$ cat src/rtl/uart_tx_pkg.sv
// Shared definitions for the UART transmit buffer: byte width and the
// launcher FSM state encoding.
package uart_tx_pkg;

  localparam int BYTE_W = 8;

  typedef enum logic [1:0] {
    ST_IDLE  = 2'd0,
    ST_START = 2'd1,
    ST_BUSY  = 2'd2
  } tx_state_t;

endpackage

$ cat src/rtl/byte_fifo.sv
// Circular byte buffer with a separate occupancy counter. Writes are
// synchronous; the head byte is presented combinationally so the consumer
// can capture it on the same edge it pops. A write into a full buffer is
// accepted only when a pop frees a slot on the same edge; otherwise it is
// dropped and flagged with a one-cycle overflow pulse.
module byte_fifo
  import uart_tx_pkg::*;
#(
  parameter int DEPTH  = 16,
  parameter int ADDR_W = 4
) (
  input  logic              clk,
  input  logic              rst,
  input  logic              wr_en,
  input  logic [BYTE_W-1:0] wr_data,
  input  logic              rd_en,
  output logic [BYTE_W-1:0] rd_data,
  output logic              full,
  output logic              empty,
  output logic [ADDR_W:0]   count,
  output logic              overflow
);

  localparam logic [ADDR_W:0] FULL_COUNT = (ADDR_W + 1)'(DEPTH);

  logic [BYTE_W-1:0] mem [DEPTH];
  logic [ADDR_W-1:0] wr_ptr;
  logic [ADDR_W-1:0] rd_ptr;
  logic              do_wr;
  logic              do_rd;

  assign full    = (count == FULL_COUNT);
  assign empty   = (count == '0);
  assign do_rd   = rd_en & ~empty;
  assign do_wr   = wr_en & (~full | do_rd);
  assign rd_data = mem[rd_ptr];

  // Pointer, occupancy and overflow-flag control; pointers wrap at DEPTH.
  always_ff @(posedge clk or posedge rst) begin
    if (rst) begin
      wr_ptr   <= '0;
      rd_ptr   <= '0;
      count    <= '0;
      overflow <= 1'b0;
    end else begin
      if (do_wr) wr_ptr <= wr_ptr + 1'b1;
      if (do_rd) rd_ptr <= rd_ptr + 1'b1;
      unique case ({do_wr, do_rd})
        2'b10:   count <= count + 1'b1;
        2'b01:   count <= count - 1'b1;
        default: count <= count;
      endcase
      overflow <= wr_en & full & ~do_rd;
    end
  end

  // Byte storage; contents need no reset because count gates every read.
  always_ff @(posedge clk) begin
    if (do_wr) mem[wr_ptr] <= wr_data;
  end

endmodule

$ cat src/rtl/uart_tx_fifo.sv
// Transmit buffer in front of the uart core. Bytes are queued in byte_fifo
// and launched one frame at a time: IDLE pops the head when the core is free,
// START holds transmit high until the core reports busy, BUSY waits for the
// frame to finish. The IDLE busy check also covers a frame still running in
// the core after a reset of this block.
module uart_tx_fifo
  import uart_tx_pkg::*;
#(
  parameter int DEPTH  = 16,
  parameter int ADDR_W = 4
) (
  input  logic              clk,
  input  logic              rst,
  input  logic              wr_en,
  input  logic [BYTE_W-1:0] wr_data,
  output logic              full,
  output logic              empty,
  output logic [ADDR_W:0]   count,
  output logic              overflow,
  output logic              transmit,
  output logic [BYTE_W-1:0] tx_byte,
  input  logic              is_transmitting
);

  tx_state_t         state;
  tx_state_t         state_nxt;
  logic              pop;
  logic [BYTE_W-1:0] head;

  byte_fifo #(
    .DEPTH  (DEPTH),
    .ADDR_W (ADDR_W)
  ) u_fifo (
    .clk      (clk),
    .rst      (rst),
    .wr_en    (wr_en),
    .wr_data  (wr_data),
    .rd_en    (pop),
    .rd_data  (head),
    .full     (full),
    .empty    (empty),
    .count    (count),
    .overflow (overflow)
  );

  // Launcher next-state logic; a pop happens only on IDLE -> START.
  always_comb begin
    state_nxt = state;
    pop       = 1'b0;
    unique case (state)
      ST_IDLE: begin
        if (!empty && !is_transmitting) begin
          pop       = 1'b1;
          state_nxt = ST_START;
        end
      end
      ST_START: begin
        if (is_transmitting) state_nxt = ST_BUSY;
      end
      ST_BUSY: begin
        if (!is_transmitting) state_nxt = ST_IDLE;
      end
      default: state_nxt = ST_IDLE;
    endcase
  end

  // State register with registered transmit and a tx_byte that moves only on a pop.
  always_ff @(posedge clk or posedge rst) begin
    if (rst) begin
      state    <= ST_IDLE;
      transmit <= 1'b0;
      tx_byte  <= '0;
    end else begin
      state    <= state_nxt;
      transmit <= (state_nxt == ST_START);
      if (pop) tx_byte <= head;
    end
  end

endmodule

$ cat config.mk
export PLATFORM = sky130hd
export DESIGN_NAME = uart_tx_fifo
export DESIGN_NICKNAME = d
export VERILOG_FILES = /design/src/rtl/uart_tx_pkg.sv /design/src/rtl/byte_fifo.sv /design/src/rtl/uart_tx_fifo.sv
export SDC_FILE = /design/constraint.sdc
export NUM_CORES = 1
export LEC_CHECK = 0
export ABC_AREA = 1
export ABC_CLOCK_PERIOD_IN_PS = 5860
export BUFFER_PORTS_ARGS = -buffer_cell sky130_fd_sc_hd__clkbuf_2
export CAP_MARGIN = 0
export CORE_ASPECT_RATIO = 1.5
export CORE_MARGIN = 2
export CORE_UTILIZATION = 35
export DETAILED_ROUTE_END_ITERATION = 10
export GPL_ROUTABILITY_DRIVEN = 1
export PLACE_DENSITY = 0.47
export SYNTH_ARGS = -nofsm -noshare
export SYNTH_HDL_FRONTEND = slang
export SYNTH_SLANG_ARGS = --single-unit
$ cat constraint.sdc
create_clock -name clk -period 5.86 [get_ports clk]
set_input_delay 0.293 -clock clk [delete_from_list [all_inputs] [get_ports clk]]
set_output_delay 0.293 -clock clk [all_outputs]
set_load 0.1 [all_outputs]
==> impl_metrics.toml <==
[layout]
multi_input_area_um2 = 1790
layout.nets = 742
drive_above_1_share_pct = 12.1
fin_util_pct = 41.0
diodes = 0
seq_area_um2 = 4470
fillers = 1941
area_growth_pct = 14.6

[global_route]
use_met2_pct = 31.8
grt_pass1_vias = 4511
top_usage_layer = "met2"
grt-ovfl-total = 0
grt_use_total_pct = 17.0
grt_start_max_net_pins = 67
grtUsageMet3_pct = 2.86
grtUsageMet1_pct = 19.4
antenna_found_initial = 0
grt_pass1_wl_um = 26200

[place]
portBuffers = 28
place_hpwl_um = 10700
gp_congestion = 0.808

[setup_path]
crit_type = "flop to flop"
ff2ff_path_depth = 17
crit_required_ns = 6.21
cp-startpoint = "u_fifo.count[1]"
r2r-end = "u_fifo.count[4]"
cp-start-kind = "flop"
crit_path_max_fanout = 23
crit_arrival_ns = 3.04
cp-end-kind = "flop"
regToRegSetupSlack_ns = 3.17
reg2reg_from = "u_fifo.count[1]"

[clock_tree]
root_buffer = "clkbuf_16"
cts-resized-gates = 0
clk_latency_ns = 0.42
cts_tree = "done"
cts_buffer_depth = 2
post_cts.repair.setup_buffers = 0
h-tree-depth = 4
cts.sinks = 153
path_clk_slew_ns = 0.06
cts_hold_buf = 0
cts_buffers = 17

[sta]
fin_crit_sh_pct = 45.8
finalMaxSlewViolations = 0
max_freq_mhz = 372
finalSetupTns_ns = 0
rsz0062_at_grt = "false"
hold_viol = 0
slew_headroom_pct = 17.7
clock_skew_ns = 0.0118
worstMarginPinSlew_ns = 1.23
period_minus_slack_ns = 2.69
setup_viol = 0

[synthesis]
synth_commonest_cells = "224 x nand2_1, 128 x edfxtp_1, 115 x inv_1, 105 x nand3_1, 25 x dfrtp_1"
yosysWarnings = 0
yosysMostFrequentCell = "nand2_1"
ys.flop_type = "edfxtp_1"
ys_ff_latch = 153
mappedNetlistNets = 709
yosysSeqAreaShare_pct = 64.9
synthCells = 688
async_reset_ff_share_pct = 16.3
synth.distinct_cells = 26
synth_area_leaders = "edfxtp_1 56%, nand2_1 12%, dfrtp_1 9.1%"
avgSynthCellArea_um2 = 10.0
synth_edf_count = 128
syn_area_um2 = 6880
yosysTopAreaCell = "edfxtp_1"
yosysTopAreaCellShare_pct = 55.9

[die]
io_pins = 29
start_util_pct = 35.8
row_count = 62
die-height_um = 176
core_area_um2 = 19200
die_width_um = 118
dieArea_um2 = 20800

[pwr]
leakage_uw = 0.00349
vdd_drop_max_uv = 380
power_density_nw_per_um2 = 522

[drt]
routedWlPerCell_um = 17.3
drt.antenna.violating_nets = 0
via_per_inst = 4.64
drt_first_pass_iters = 6
wirelength_um = 17100
post-route-drc-count = 0
vias = 4587
drt_first_iter_violations = 256

[status]
outcome = "finished clean"

[run]
max-cap-violations = 0

[worst_hold_path]
hold_class = "input pin to asynchronous set/reset pin"
## cell families (layout without fill, tap and decap cells)
| logic type | Yosys count | after routing | share of synthesized area [%] |
|---|---|---|---|
| compound gates | 8 | 8 | 0.654 |
| xor+xnor | 9 | 9 | 1.15 |
| simple gates | 360 | 360 | 22.5 |
| buf+inv | 149 | 194 | 9.13 |
| flops | 153 | 153 | 64.9 |
| fa+ha+maj | 9 | 9 | 1.64 |
## sequential cells by signal, indices dropped and copies added (netlist names)
signal,cells
tx_byte,8
u_fifo.overflow,1
u_fifo.mem,128
u_fifo.rd_ptr,4
u_fifo.count,5
state,2
u_fifo.wr_ptr,4
transmit,1
## worst max-delay path by stage
| stage | end | slack, ns | depth (start not counted) |
|---|---|---|---|
| after global routing | u_fifo.count[4] | 2.93 | 17 |
| after detailed placement | u_fifo.count[4] | 3.20 | 17 |
| after global placement | u_fifo.count[4] | 3.24 | 17 |
| after floorplan | u_fifo.count[4] | 2.28 | 15 |
| final | u_fifo.count[4] | 3.17 | 17 |
| after CTS | u_fifo.count[4] | 3.16 | 17 |
## cells in the final DEF, fill, tap and decap left out, drive strengths merged
| cell | count |
|---|---|
| nand2 | 228 |
| edfxtp | 128 |
| inv | 124 |
| nand3 | 105 |
| clkbuf | 46 |
| dfrtp | 25 |
| nor3 | 18 |
| buf | 15 |
| ha | 9 |
| nor2 | 9 |
| xor2 | 7 |
| clkinvlp | 5 |
| o21ai | 4 |
| bufinv | 3 |
| xnor2 | 2 |
| a21oi | 2 |
| o21bai | 1 |
| a21boi | 1 |
| clkinv | 1 |
## power breakdown
group	internal, uW	total [uW]	switching (uW)
combinational	365	1550	1190
sequential	1330	1450	122
clock	671	1110	439
## layer usage
layer / routed length (um) / vias up
li1: - / 2265
met1: 7130 / 2224
met2: 9220 / 79
met3: 424 / 19
met4: 345 / 0
met5: 0 / -
## area by class of cell
cell class | instances | share of cell area, %
Clock inverter | 13 | 2.11
Clock buffer | 18 | 5.44
Multi-Input combinational cell | 386 | 22.8
Timing Repair Buffer | 43 | 3.20
Inverter | 120 | 5.74
Sequential cell | 153 | 56.7
Tap cell | 256 | 4.06
## per-stage QoR
step | area (um^2) | setup WS [ns] | hold WS, ns | total power, uW | cells
final | 7890 | 3.17 | 0.0793 | 4110 | 989
after global routing | 7890 | 2.93 | 0.0782 | 4350 | 989
after CTS | 7890 | 3.16 | 0.0698 | 4170 | 989
after detailed placement | 7290 | 3.20 | 0.460 | 3050 | 958
after global placement | 7290 | 3.24 | 0.460 | 3030 | 958
after floorplan | 6880 | 2.28 | 0.320 | 2630 | 688
## critical path: stages (launching register included)
cell	delay, ns
dfrtp_1	0.44
nor2_2	0.16
nand2_2	0.09
nor2_4	0.12
inv_4	0.05
nand2_4	0.15
nand2_4	0.09
nand2_4	0.21
ha_1	0.34
xor2_1	0.21
ha_1	0.17
inv_1	0.04
nand2_1	0.09
nand3_1	0.08
nand2_1	0.09
xor2_1	0.15
nand2_1	0.07
nand2_1	0.06
No activity file was read; power rests on OpenSTA's default activity.
